[src/rtl/xbar_resp_router.sv]
// xbar_resp_router: return-path partner of the crossbar request arbiter.
// Remembers, in issue order, which master each forwarded command came from,
// and steers the slave's in-order responses back to that master.
module xbar_resp_router #(
    parameter int N_MASTERS = 16,
    parameter int DEPTH     = 8,
    parameter int DATA_W    = 32
) (
    input  logic                       clk,
    input  logic                       rst_n,
    input  logic [N_MASTERS-1:0]       cmd_grant,
    input  logic                       cmd_fire,
    output logic                       cmd_ready,
    input  logic                       s_rsp_valid,
    input  logic [DATA_W-1:0]          s_rsp_data,
    output logic                       s_rsp_ready,
    output logic [N_MASTERS-1:0]       m_rsp_valid,
    output logic [DATA_W-1:0]          m_rsp_data,
    input  logic [N_MASTERS-1:0]       m_rsp_ready,
    output logic [$clog2(DEPTH):0]     outstanding,
    output logic                       err
);

    localparam int IDX_W = (N_MASTERS > 1) ? $clog2(N_MASTERS) : 1;
    localparam int PTR_W = $clog2(DEPTH);
    localparam int CNT_W = PTR_W + 1;

    logic [IDX_W-1:0] fifo_mem [DEPTH];
    logic [PTR_W-1:0] wr_ptr;
    logic [PTR_W-1:0] rd_ptr;
    logic [CNT_W-1:0] count;

    logic             grant_onehot;
    logic [IDX_W-1:0] push_idx;
    logic [IDX_W-1:0] head_idx;
    logic             empty;
    logic             push;
    logic             pop;
    logic             bad_cmd;
    logic             unexpected_rsp;

    // Grant qualification: exactly one bit set, encoded to a master index.
    always_comb begin
        grant_onehot = (cmd_grant != '0) &&
                       ((cmd_grant & (cmd_grant - N_MASTERS'(1))) == '0);
        push_idx = '0;
        for (int i = 0; i < N_MASTERS; i++) begin
            if (cmd_grant[i]) push_idx = IDX_W'(i);
        end
    end

    assign empty     = (count == '0);
    assign cmd_ready = (count != CNT_W'(DEPTH));
    assign head_idx  = fifo_mem[rd_ptr];

    // Response steering: only the head master sees valid; the slave sees
    // that master's ready. With nothing tracked, responses are drained.
    always_comb begin
        m_rsp_valid = '0;
        for (int i = 0; i < N_MASTERS; i++) begin
            m_rsp_valid[i] = !empty && s_rsp_valid && (head_idx == IDX_W'(i));
        end
        if (!rst_n)     s_rsp_ready = 1'b0;
        else if (empty) s_rsp_ready = 1'b1;
        else            s_rsp_ready = m_rsp_ready[head_idx];
    end

    assign m_rsp_data  = s_rsp_data;
    assign outstanding = count;

    assign push           = cmd_fire && cmd_ready && grant_onehot;
    assign pop            = s_rsp_valid && s_rsp_ready && !empty;
    assign bad_cmd        = cmd_fire && (!cmd_ready || !grant_onehot);
    assign unexpected_rsp = s_rsp_valid && empty;

    // Entry storage: written on push only, never reset.
    // NOTE: the FIFO array has no reset; pointers and count define validity,
    // and leaving the array out of reset lets it map to plain registers/RAM.
    always_ff @(posedge clk) begin
        if (push) fifo_mem[wr_ptr] <= push_idx;
    end

    // Pointer, occupancy and sticky error state.
    // NOTE: sequential state uses non-blocking assignments so every register
    // samples pre-edge values regardless of statement order.
    always_ff @(posedge clk or negedge rst_n) begin
        if (!rst_n) begin
            wr_ptr <= '0;
            rd_ptr <= '0;
            count  <= '0;
            err    <= 1'b0;
        end else begin
            if (push) wr_ptr <= wr_ptr + PTR_W'(1);
            if (pop)  rd_ptr <= rd_ptr + PTR_W'(1);
            case ({push, pop})
                2'b10:   count <= count + CNT_W'(1);
                2'b01:   count <= count - CNT_W'(1);
                default: count <= count;
            endcase
            if (bad_cmd || unexpected_rsp) err <= 1'b1;
        end
    end

endmodule
[config.mk]
export PLATFORM = sky130hd
export DESIGN_NAME = xbar_resp_router
export DESIGN_NICKNAME = d
export VERILOG_FILES = /design/src/rtl/xbar_resp_router.sv
export SDC_FILE = /design/constraint.sdc
export NUM_CORES = 1
export LEC_CHECK = 0
export BUFFER_PORTS_ARGS = -buffer_cell sky130_fd_sc_hd__buf_2
export CAP_MARGIN = 10
export CORE_MARGIN = 2
export CORE_UTILIZATION = 48
export DETAILED_ROUTE_END_ITERATION = 10
export PLACE_DENSITY = 0.88
export SLEW_MARGIN = 20
export SYNTH_ARGS = -nofsm -noshare
export SYNTH_HDL_FRONTEND = slang
export SYNTH_SLANG_ARGS = --single-unit
[constraint.sdc]
create_clock -name clk -period 3.85 [get_ports clk]
set_input_delay 0 -clock clk [delete_from_list [all_inputs] [get_ports clk]]
set_output_delay 0 -clock clk [all_outputs]
set_load 0.05 [all_outputs]
# After elaboration in Yosys (flattened, before gate mapping)
# Memory sizes are Yosys's and may differ from the RTL's.
# Index checks and enable logic that the tools add are counted.
[word_totals]
regBits = 11
n_memories = 1
out_inout_bits = 55
elab_cells = 86
ramBits = 32
[mem_list]
columns = ["memory", "depth", "word_bits", "read_ports", "rd_clocked_by_memory_dff", "wr", "line", "rtl"]
rows = [
  ["fifo_mem", 8, 4, 1, 0, 1, "28", "logic [IDX_W-1:0] fifo_mem [DEPTH];"],
]
[op_classes]
bitwise = 1
n_reduce_logical = 34
eq_ne = 18
addsub = 5
muxes = 22
magnitude_cmp = 1
[op_table]
columns = ["op", "count"]
rows = [
  ["4-bit 2-to-1 mux", 13],
  ["4-bit == test, second input constant", 8],
  ["1-bit logical AND", 24],
  ["16-bit AND", 1],
  ["4-bit by 3-bit == test with 1-bit output, second input constant", 4],
  ["16-bit zero test", 1],
  ["16-bit nonzero test", 1],
  ["16-bit by 1-bit subtractor with 16-bit output, second input constant", 1],
  ["4-bit by 2-bit == test with 1-bit output, second input constant", 2],
  ["4-bit zero test", 2],
  ["4-bit one-hot mux with 2 select lines", 1],
  ["3-bit by 1-bit adder with 3-bit output, second input constant", 2],
  ["1-bit 2-to-1 mux", 6],
  ["4-bit by 5-bit < comparator with 1-bit output, second input constant", 1],
  ["4-bit by 1-bit adder with 4-bit output, second input constant", 1],
  ["1-bit binary-select mux with 4-bit select", 1],
  ["4-bit by 1-bit == test with 1-bit output, second input constant", 1],
  ["4-bit != test, second input constant", 1],
  ["4-bit by 1-bit subtractor with 4-bit output, second input constant", 1],
  ["1-bit zero test", 3],
  ["2-bit by 1-bit == test with 1-bit output, second input constant", 1],
  ["2-bit == test, second input constant", 1],
  ["1-bit logical OR", 2],
  ["2-bit 2-to-1 mux", 1],
  ["2-bit nonzero test", 1],
]

# Logic depth before layout (Yosys ltp)
# Gate-level depths: netlist of the first run.
[logic_depth]
ltp_word = 15
mapped_depth = 15
depth_no_buf = 14

# Worst setup path before layout of the first run
# No wires, ideal clock.
[synth_timing]
kind = "register -> register"
startpoint = "register rd_ptr[1]"
endpoint = "register count[3] (netlist: outstanding[3])"
setup_slack_ps = 320
stages_incl_launch_ff = 14
n_path_buf = 1
t_required_ps = 3705
arrival_ps = 3385
path_cell_list = "dfrtp_1 > buf_6 > mux4_1 > mux2i_2 > mux2_2 > o22a_1 > a211oi_4 > ha_1 > ha_1 > a21o_1 > a21oi_1 > xnor2_1 > nor2_1 > xor2_1"
[synth_between]
elab_chain_len = 9
elab_cells_between_ends = 11
classes_between = "2 x eq/ne; 5 x mux; 3 x reduce/logical; 1 x memory"
[synth_rtl]
columns = ["element", "line", "rtl"]
rows = [
  ["from (decl)", "30", "logic [PTR_W-1:0] rd_ptr;"],
  ["from (signal assigned)", "94", "if (pop) rd_ptr <= rd_ptr + PTR_W'(1);"],
  ["memory read 8 x 4 bit (*)", "n/a", ""],
  ["1-bit binary-select mux with 4-bit select (*)", "65", "else s_rsp_ready = m_rsp_ready[head_idx];"],
  ["1-bit 2-to-1 mux (not written as such) (*)", "65", ""],
  ["1-bit 2-to-1 mux (*)", "64", "else if (empty) s_rsp_ready = 1'b1;"],
  ["1-bit 2-to-1 mux (*)", "63", "if (!rst_n) s_rsp_ready = 1'b0;"],
  ["1-bit logical AND (*) (2 in series)", "72", "assign pop = s_rsp_valid && s_rsp_ready && !empty;"],
  ["named net pop", "38", "logic pop;"],
  ["2-bit by 1-bit == test with 1-bit output / 2-bit == test (equally long branches)", "95", "case ({push, pop})"],
  ["4-bit one-hot mux with 2 select lines / 2-bit nonzero test (equally long branches)", "n/a", ""],
  ["to (signal assigned)", "96", "2'b10: count <= count + CNT_W'(1);"],
  ["to (signal assigned)", "97", "2'b01: count <= count - CNT_W'(1);"],
  ["to (signal assigned)", "98", "default: count <= count;"],
  ["to (decl)", "31", "logic [CNT_W-1:0] count;"],
]
# The timed path passes the listed nets; every way through them passes the cells marked *. The select of a mux whose other input is x is not followed.
# A chain may end at the register's enable or synchronous reset.

# Final worst setup path of the first run
# Ends and elaborated chain as after synthesis.

==> flow_summary.json, run 1 <==
{
  "status": "finished clean",
  "cts_buffers": 5,
  "core_mm2": 0.00557,
  "cp_max_fo": 13,
  "die_w_um": 80.4,
  "crit_top_cell": "ha_1",
  "path_clk_slew_ns": 0.08,
  "grt_overflow_total": 0,
  "hold_viol": 0,
  "fin_ws_ns": 0.275,
  "cp_top_family": "multiplexers",
  "post-route-period-util": 0.929,
  "path_depth": 12,
  "crit_path_end_kind": "register",
  "synth_ff_type": "edfxtp_1",
  "dieArea_mm2": 0.00647,
  "synth-seq-cells": 43,
  "period_needed_ns": 3.58,
  "crit_path_cell_trace": "mux4_1 > mux2i_2 > mux2_2 > o22a_1 > a211oi_4 > ha_1 > ha_1 > a21o_1 > a21oi_1 > xnor2_1 > nor2_1 > xor2_1",
  "fin_skew_ns": 0.0114,
  "diodes": 0,
  "fmax_mhz": 280,
  "netlist-cell-type-count": 47,
  "globalplace.congestion": 0.863,
  "syn-num-nets": 332,
  "vdd_ir_drop_max_v": 0.000303,
  "stdcell_area_mm2": 0.00309,
  "synthMuxAreaShare": 0.164,
  "clock-sinks": 43,
  "grt_pass1_wl_um": 9380,
  "synth_xor_xnor_area_share": 0.0250,
  "powerDensity_mw_per_mm2": 603,
  "pre_cts_ws_ns": 0.0683,
  "finalSetupViolations": 0,
  "tns_ns": 0,
  "vias": 2028,
  "die_y_um": 80.4,
  "p_leak_uw": 0.00132,
  "critPathSlowestCell": "mux4_1",
  "nNetsFinal": 369,
  "antenna_found_initial": 0,
  "max_stage_delay_ns": 0.61,
  "synth_edf_count": 32,
  "syn-cell-area_mm2": 0.00280,
  "rsz0062_at_grt": "false",
  "area_delta_synth_final_pct": 10.1,
  "clk_latency_ns": 0.29,
  "numPortBuffers": 58,
  "wl_um": 5930,
  "wl_per_cell_um": 16.1,
  "synth_top_family_by_area": "multiplexers",
  "drive_gt1_frac": 0.311,
  "ios": 123,
  "drt_iter0_drc": 76,
  "start_kind": "register",
  "worst_ep_required_time_ns": 4.03,
  "path_class": "register to register",
  "whs_ns": 0.0000163,
  "synth_compound_area_frac": 0.0737,
  "cts.htree.levels": 2,
  "worst_pin_slew_ns": 0.782,
  "place_area_mm2": 0.00296,
  "via_per_inst": 5.51,
  "drcViolationCount": 0,
  "hold_class": "primary input to output port",
  "synth_adder_area_share": 0.0295,
  "synthArstFlopShare": 0.256,
  "cp.arrival_ns": 3.76,
  "grt_usage": 0.193,
  "hold_depth": 0,
  "cts_tree": "done",
  "drtAntennaViolNets": 0,
  "avgSynthCellArea_um2": 10.9,
  "synthSimpleGateAreaFrac": 0.154,
  "maxCapViolCount": 0,
  "grt_max_degree": 14,
  "worst_slew_margin_rel": 0.475,
  "cts_max_path_buffers": 2,
  "yosysWarnings": 0,
  "grt_pass1_vias": 1944,
  "syn-instance-count": 258,
  "drtPass1Iterations": 4,
  "floorplan.initialDensity": 0.503,
  "num_rows": 27,
  "r2r_cells": 12,
  "maxSlewViolCount": 0,
  "path_buf_inv": 0,
  "clock-root-buffer": "clkbuf_8",
  "yosysSeqAreaShare": 0.441,
  "dp_hpwl_um": 4790,
  "fin_util": 0.554
}
## layer usage
metal	track usage	wire length, µm	vias to the layer above
met5	0	0	-
met1	0.224	2310	939
met3	0.0438	478	17
met2	0.344	3010	95
li1	-	-	977
met4	0.0746	125	0
## layout by cell type, fill, tap and decap left out, types with 3 or more instances in the layout
| cell type | n |
|---|---|
| mux2_2 | 7 |
| mux4_1 | 5 |
| nand2b_1 | 5 |
| nor3b_1 | 4 |
| mux2i_1 | 14 |
| xor2_1 | 4 |
| buf_2 | 58 |
| xnor2_1 | 4 |
| buf_4 | 6 |
| edfxtp_1 | 32 |
| inv_1 | 13 |
| nand2_1 | 19 |
| clkbuf_8 | 5 |
| dfrtp_1 | 9 |
| nor3_1 | 12 |
| nor2_1 | 32 |
| o21ai_0 | 6 |
| ha_1 | 5 |
| a21oi_1 | 8 |
| o21bai_1 | 3 |
| nand3_1 | 3 |
| clkinv_2 | 3 |
## path summary, 6_finish.rpt
| kind | slack, ns | end | start |
|---|---|---|---|
| setup / recovery | 0.27 | outstanding[3] | rd_ptr[1] |
| max in group asynchronous | 3.51 | rd_ptr[2] | rst_n |
| min in group asynchronous | 0.11 | outstanding[2] | rst_n |
| hold / removal | 0.00002 | m_rsp_data[14] | s_rsp_data[14] |
| hold reg to reg | 0.49 | err | err |
| setup reg to reg | 0.27 | outstanding[3] | rd_ptr[1] |
## cells by family after synthesis
group                      after synthesis
DFF                                     43
adders and majority gates                6
and+or+nand+nor                         90
muxes                                   32
buffers and inverters                   49
AOI/OAI and AO/OA                       30
xor gates and xnor gates                 8
## synthesized netlist by cell type, drive strengths merged, types with 2 or more instances
cell	n	area share
and2	2	0.0045
o21bai	3	0.0080
inv	13	0.017
or3	2	0.0045
nand4	2	0.0045
edfxtp	32	0.34
mux2i	17	0.068
nor4	4	0.011
nand2b	5	0.011
nor2	32	0.043
nand3	3	0.0054
buf	35	0.093
ha	5	0.022
a31oi	2	0.0045
a21oi	8	0.014
xnor2	4	0.012
nand2	19	0.025
o31ai	2	0.0054
nor3	12	0.021
xor2	4	0.012
mux4	7	0.063
a22oi	2	0.0054
mux2	8	0.033
o21ai	6	0.011
nor3b	4	0.011
dfrtp	11	0.098
## repair_timing
item	4_1_cts	5_1_grt
hold buffers	1	0
endpoints found under the hold margin	11	0
endpoints found under the setup margin	0	1
gates resized for setup	0	3
buffers inserted	0	1
## flip-flops by register name (all words and copies together) (netlist names)
register and count:
rd_ptr 3, outstanding 4, err 1, fifo_mem 32, wr_ptr 3
## where the power goes
group	switching, µW	leakage (µW)	internal, µW
registers	103	0.000453	537
clock network	143	0.0000477	124
logic	538	0.000817	417
## through the flow
step | total power, µW | instances
floorplan | 1450 | 258
global placement | 1530 | 358
detailed placement | 1570 | 358
CTS | 1840 | 367
global route | 1980 | 368
finish | 1860 | 368
## cell type report
type / instances / area, µm²
well taps: 72 / 90.1
multi-input cells: 166 / 1260
repair buffers: 66 / 365
clock inverters: 3 / 15.0
clock buffers: 5 / 68.8
flip-flops and latches: 43 / 1240
inverters: 13 / 48.8
fillers: 471 / 2490
No activity file was read; power rests on OpenSTA's default activity.
==> run 2: changes to the inputs <==
--- a/config.mk
+++ b/config.mk
@@ -7,10 +7,13 @@
 export LEC_CHECK = 0
 export BUFFER_PORTS_ARGS = -buffer_cell sky130_fd_sc_hd__buf_2
 export CAP_MARGIN = 10
+export CELL_PAD_IN_SITES_DETAIL_PLACEMENT = 1
+export CELL_PAD_IN_SITES_GLOBAL_PLACEMENT = 1
 export CORE_MARGIN = 2
-export CORE_UTILIZATION = 48
+export CORE_UTILIZATION = 37
+export CTS_BUF_LIST = sky130_fd_sc_hd__clkbuf_8
 export DETAILED_ROUTE_END_ITERATION = 10
-export PLACE_DENSITY = 0.88
+export PLACE_DENSITY = 0.9
 export SLEW_MARGIN = 20
 export SYNTH_ARGS = -nofsm -noshare
 export SYNTH_HDL_FRONTEND = slang
==> flow_summary.json, run 2 (synthesis results as in run 1) <==
{
  "status": "finished clean",
  "vias": 2060,
  "p_switching_uw": 813,
  "path_class": "register to register",
  "start_kind": "register",
  "period_needed_ns": 3.60,
  "path_depth": 13,
  "die_y_um": 91.0,
  "maxSlewViolCount": 0,
  "nNetsFinal": 370,
  "worst_slew_margin_rel": 0.431,
  "r2r_start": "rd_ptr[1]",
  "path_buf_inv": 0,
  "hold_viol": 0,
  "met2_usage": 0.285,
  "worst_ep_required_time_ns": 4.03,
  "grt_overflow_total": 0,
  "fmax_mhz": 278,
  "critPathSlowestCell": "mux4_2",
  "layout_common_cells": "58 x buf_2, 32 x nor2_1, 32 x edfxtp_1, 19 x nand2_1",
  "post-route-period-util": 0.936,
  "p_clk_frac": 0.158,
  "cts_max_path_buffers": 2,
  "core_mm2": 0.00729,
  "diodes": 0,
  "grt_usage": 0.164,
  "grtUsageMet3": 0.0340,
  "rrSetupSlack_ns": 0.25,
  "clock-sinks": 43,
  "clock-root-buffer": "clkbuf_8",
  "via_per_inst": 5.20,
  "busiest_layer": "met2",
  "wl_um": 6740,
  "vdd_ir_drop_max_v": 0.000187,
  "drtAntennaViolNets": 0,
  "multi_input_area_mm2": 0.00127,
  "max_stage_delay_ns": 0.56,
  "clk_latency_ns": 0.29,
  "grt_max_degree": 16,
  "fin_ws_ns": 0.248,
  "drive_gt1_frac": 0.313,
  "dp_hpwl_um": 5430,
  "wl_per_cell_um": 17.0,
  "grtUsageMet1": 0.199,
  "fillers": 851,
  "setup.worst_path.end": "outstanding[3]",
  "p_sw_frac": 0.423,
  "largest_register": "fifo_mem",
  "ios": 123,
  "p_leak_uw": 0.00132,
  "largest_reg_flops": 32,
  "register_area_mm2": 0.00124,
  "drt_iter0_drc": 83,
  "fin_skew_ns": 0.00673,
  "p_int_uw": 1110,
  "die_w_um": 91.0,
  "drtPass1Iterations": 4,
  "drcViolationCount": 0,
  "num_rows": 31,
  "maxCapViolCount": 0,
  "worst_pin_slew_ns": 0.846,
  "finalSetupViolations": 0,
  "combPwrFrac": 0.508,
  "cts_tree": "done",
  "hold_class": "primary input to output port",
  "path_clk_slew_ns": 0.08,
  "numPortBuffers": 58,
  "cts_buffers": 5,
  "globalplace.congestion": 0.844,
  "area_delta_synth_final_pct": 12.0,
  "grt_pass1_wl_um": 10800,
  "cp_top_family": "multiplexers",
  "crit_path_cell_trace": "mux4_2 > mux2i_4 > mux2i_1 > mux2_2 > o22a_1 > a211oi_4 > ha_2 > ha_1 > a21o_1 > a21oi_1 > xnor2_1 > nor2_1 > xor2_1",
  "powerDensity_mw_per_mm2": 612,
  "final_common_cell": "buf_2",
  "sequentialPowerShare": 0.334,
  "floorplan.initialDensity": 0.384,
  "dieArea_mm2": 0.00829,
  "cp.arrival_ns": 3.78,
  "cts.htree.levels": 2,
  "antenna_found_initial": 0,
  "grt_pass1_vias": 2119,
  "cp_max_fo": 7,
  "r2r_cells": 13,
  "startpoint": "rd_ptr[1]",
  "reg2reg_to": "outstanding[3]",
  "finalPower_uw": 1920,
  "pre_cts_ws_ns": -0.0203,
  "crit_path_end_kind": "register",
  "rsz0062_at_grt": "false"
}
## run 2: worst min-delay path by stage
stage | start | end | cells past startpoint
after global routing | s_rsp_data[31] | m_rsp_data[31] | 0
after detailed placement | rst_n | wr_ptr[1] | 1
final | s_rsp_data[4] | m_rsp_data[4] | 0
after floorplan | rst_n | err | 0
after CTS | s_rsp_data[0] | m_rsp_data[0] | 0
after global placement | rst_n | wr_ptr[1] | 1
## run 2: power by group through the flow
stage / Sequential (µW) / Combinational, µW / Clock (µW)
after global routing: 652 / 1050 / 329
after floorplan: 650 / 804 / 0
after CTS: 645 / 937 / 312
final: 641 / 976 / 304
after global placement: 645 / 888 / 0
after detailed placement: 653 / 933 / 0
## run 2: stage by stage
step | instances | TNS, ns | instance area [µm²] | hold slack (ns) | util
2_1_floorplan | 258 | 0 | 2800 | -0.296 | -
3_3_place_gp | 384 | 0 | 2990 | -0.0968 | 0.410
3_5_place_dp | 384 | -0.0203 | 2990 | -0.0896 | 0.410
4_1_cts | 393 | 0 | 3100 | 0.000341 | 0.425
5_1_grt | 396 | 0 | 3140 | 0.0000778 | 0.431
6_report | 396 | 0 | 3140 | 0.0000193 | 0.431
## run 2: routing by layer
metal,vias up,share of wire
met5,-,0
li1,972,-
met4,0,0.032
met3,21,0.055
met1,993,0.42
met2,74,0.50
## run 2: cell type report
cell class	count	area share
clock buffer	7	0.0307
clock inverter	1	0.00120
inverter	13	0.0155
multi-input combinational	166	0.405
sequential	43	0.395
tap	99	0.0395
timing repair buffer	67	0.114
## run 2: repair_timing
action	CTS	global route
hold endpoints to repair	11	0
resized for setup	1	4
endpoints found under the setup margin	1	1
hold buffers	1	0
buffers inserted	0	3
pin swaps	0	2
## run 2: worst register-to-register path, delay by kind of cell, from the launching register on
kind,cells,cell delay [ns]
xor gates and xnor gates,2,0.27
DFF,1,0.49
AOI/OAI and AO/OA,4,0.87
muxes,4,1.30
adders and majority gates,2,0.49
and+or+nand+nor,1,0.07
==> run 3: changes to the inputs <==
--- a/config.mk
+++ b/config.mk
@@ -14,6 +14,7 @@
 export CTS_BUF_LIST = sky130_fd_sc_hd__clkbuf_8
 export DETAILED_ROUTE_END_ITERATION = 10
 export PLACE_DENSITY = 0.9
+export RECOVER_POWER = 100
 export SLEW_MARGIN = 20
 export SYNTH_ARGS = -nofsm -noshare
 export SYNTH_HDL_FRONTEND = slang
==> flow_summary.json, run 3 (synthesis results as in run 1) <==
{
  "clk_latency_ns": 0.29,
  "wl_um": 6760,
  "cts.htree.levels": 2,
  "grt_pass1_wl_um": 10800,
  "grt_pass1_vias": 2119,
  "die_y_um": 91.0,
  "grt_overflow_total": 0,
  "max_stage_delay_ns": 0.56,
  "diodes": 0,
  "drcViolationCount": 0,
  "fin_skew_ns": 0.00650,
  "num_rows": 31,
  "dieArea_mm2": 0.00829,
  "clock-sinks": 43,
  "vias": 2059,
  "numPortBuffers": 58,
  "fmax_mhz": 278,
  "drtPass1Iterations": 4,
  "period_needed_ns": 3.60,
  "area_delta_synth_final_pct": 10.4,
  "worst_ep_required_time_ns": 4.03,
  "largest_register": "fifo_mem",
  "path_buf_inv": 0,
  "path_clk_slew_ns": 0.08,
  "clock-root-buffer": "clkbuf_8",
  "placed_cells": 384,
  "rsz0062_at_grt": "false",
  "vdd_ir_drop_max_v": 0.000181,
  "die_w_um": 91.0,
  "antenna_found_initial": 0,
  "wl_per_cell_um": 17.1,
  "ios": 123,
  "instances_no_fill": 396,
  "grt_usage": 0.164,
  "hold_class": "primary input to output port",
  "nNetsFinal": 370,
  "floorplan.initialDensity": 0.384,
  "cp_max_fo": 7,
  "path_class": "register to register",
  "whs_ns": 0.0000193,
  "grt_max_degree": 16,
  "globalplace.congestion": 0.844,
  "via_per_inst": 5.20,
  "cp_top_family": "multiplexers",
  "dp_hpwl_um": 5430,
  "worst_pin_slew_ns": 0.854,
  "drtAntennaViolNets": 0,
  "core_mm2": 0.00729,
  "largest_reg_flops": 32,
  "cts_tree": "done",
  "cts_buffers": 5,
  "status": "finished clean",
  "finalSetupViolations": 0,
  "crit_path_cell_trace": "mux4_2 > mux2i_4 > mux2i_1 > mux2_2 > o22a_1 > a211oi_4 > ha_2 > ha_1 > a21o_1 > a21oi_1 > xnor2_1 > nor2_1 > xor2_1",
  "critPathSlowestCell": "mux4_2",
  "cts_max_path_buffers": 2,
  "drive_gt1_frac": 0.219,
  "maxCapViolCount": 0,
  "cp.arrival_ns": 3.78,
  "crit_path_end_kind": "register",
  "maxSlewViolCount": 0,
  "start_kind": "register",
  "fin_ws_ns": 0.251,
  "pre_cts_ws_ns": -0.0203,
  "powerDensity_mw_per_mm2": 614,
  "p_leak_uw": 0.00123,
  "drt_iter0_drc": 77,
  "final_common_cell": "buf_2",
  "layout_common_cells": "33 x buf_2, 32 x nor2_1, 32 x edfxtp_1, 27 x clkbuf_1, 19 x nand2_1",
  "worst_slew_margin_rel": 0.426,
  "hold_viol": 0,
  "post-route-period-util": 0.935
}
[run 3: cell types whose count changed in the layout (fill, tap and decap cells not counted)]
cell	change
nor4_1	+1
and2_1	-1
clkbuf_1	+27
nor4_2	-1
and2_0	+1
buf_4	-2
buf_2	-25
[run 3: routing by layer]
layer,share of wire,up-vias,global-route usage
met5,0,-,0
met4,0.029,0,0.0644
met3,0.060,20,0.0340
met2,0.50,82,0.285
met1,0.41,985,0.199
li1,-,972,-
[run 3: layout make-up]
type	count	area, µm²
well taps	99	124
clock buffers	7	96.3
flip-flops and latches	43	1240
fillers	858	4200
inverters	13	48.8
multi-input cells	166	1260
clock inverters	1	3.75
repair buffers	67	319
[run 3: through the flow]
stage | power (µW) | TNS, ns | cell area (µm²) | util
after global placement | 1530 | 0 | 2990 | 0.410
after floorplan | 1450 | 0 | 2800 | -
after global routing | 2010 | 0 | 3090 | 0.424
after CTS | 1890 | 0 | 3100 | 0.425
final | 1900 | 0 | 3090 | 0.424
after detailed placement | 1590 | -0.0203 | 2990 | 0.410
[run 3: path summary, 6_finish.rpt]
path / start / end / slack [ns] / cells after the start
max in group asynchronous: rst_n / rd_ptr[2] / 3.03 / 2
min in group asynchronous: rst_n / outstanding[2] / 0.30 / 2
max: rd_ptr[1] / outstanding[3] / 0.25 / 13
max reg2reg: rd_ptr[1] / outstanding[3] / 0.25 / 13
min: s_rsp_data[4] / m_rsp_data[4] / 0.00002 / 0
min reg2reg: err / err / 0.51 / 2
[run 3: power breakdown]
part | switching (µW) | total [µW] | internal (µW)
Clock | 142 | 303 | 161
Sequential | 105 | 642 | 537
Combinational | 566 | 955 | 389
Total | 813 | 1900 | 1090
[run 3: timing repair]
item	CTS	global route
pin swaps	0	2
gates cloned	0	0
setup buffers	0	3
hold endpoints to repair	11	0
hold buffers	1	0
gates resized for setup	1	4
setup endpoints to repair	1	1
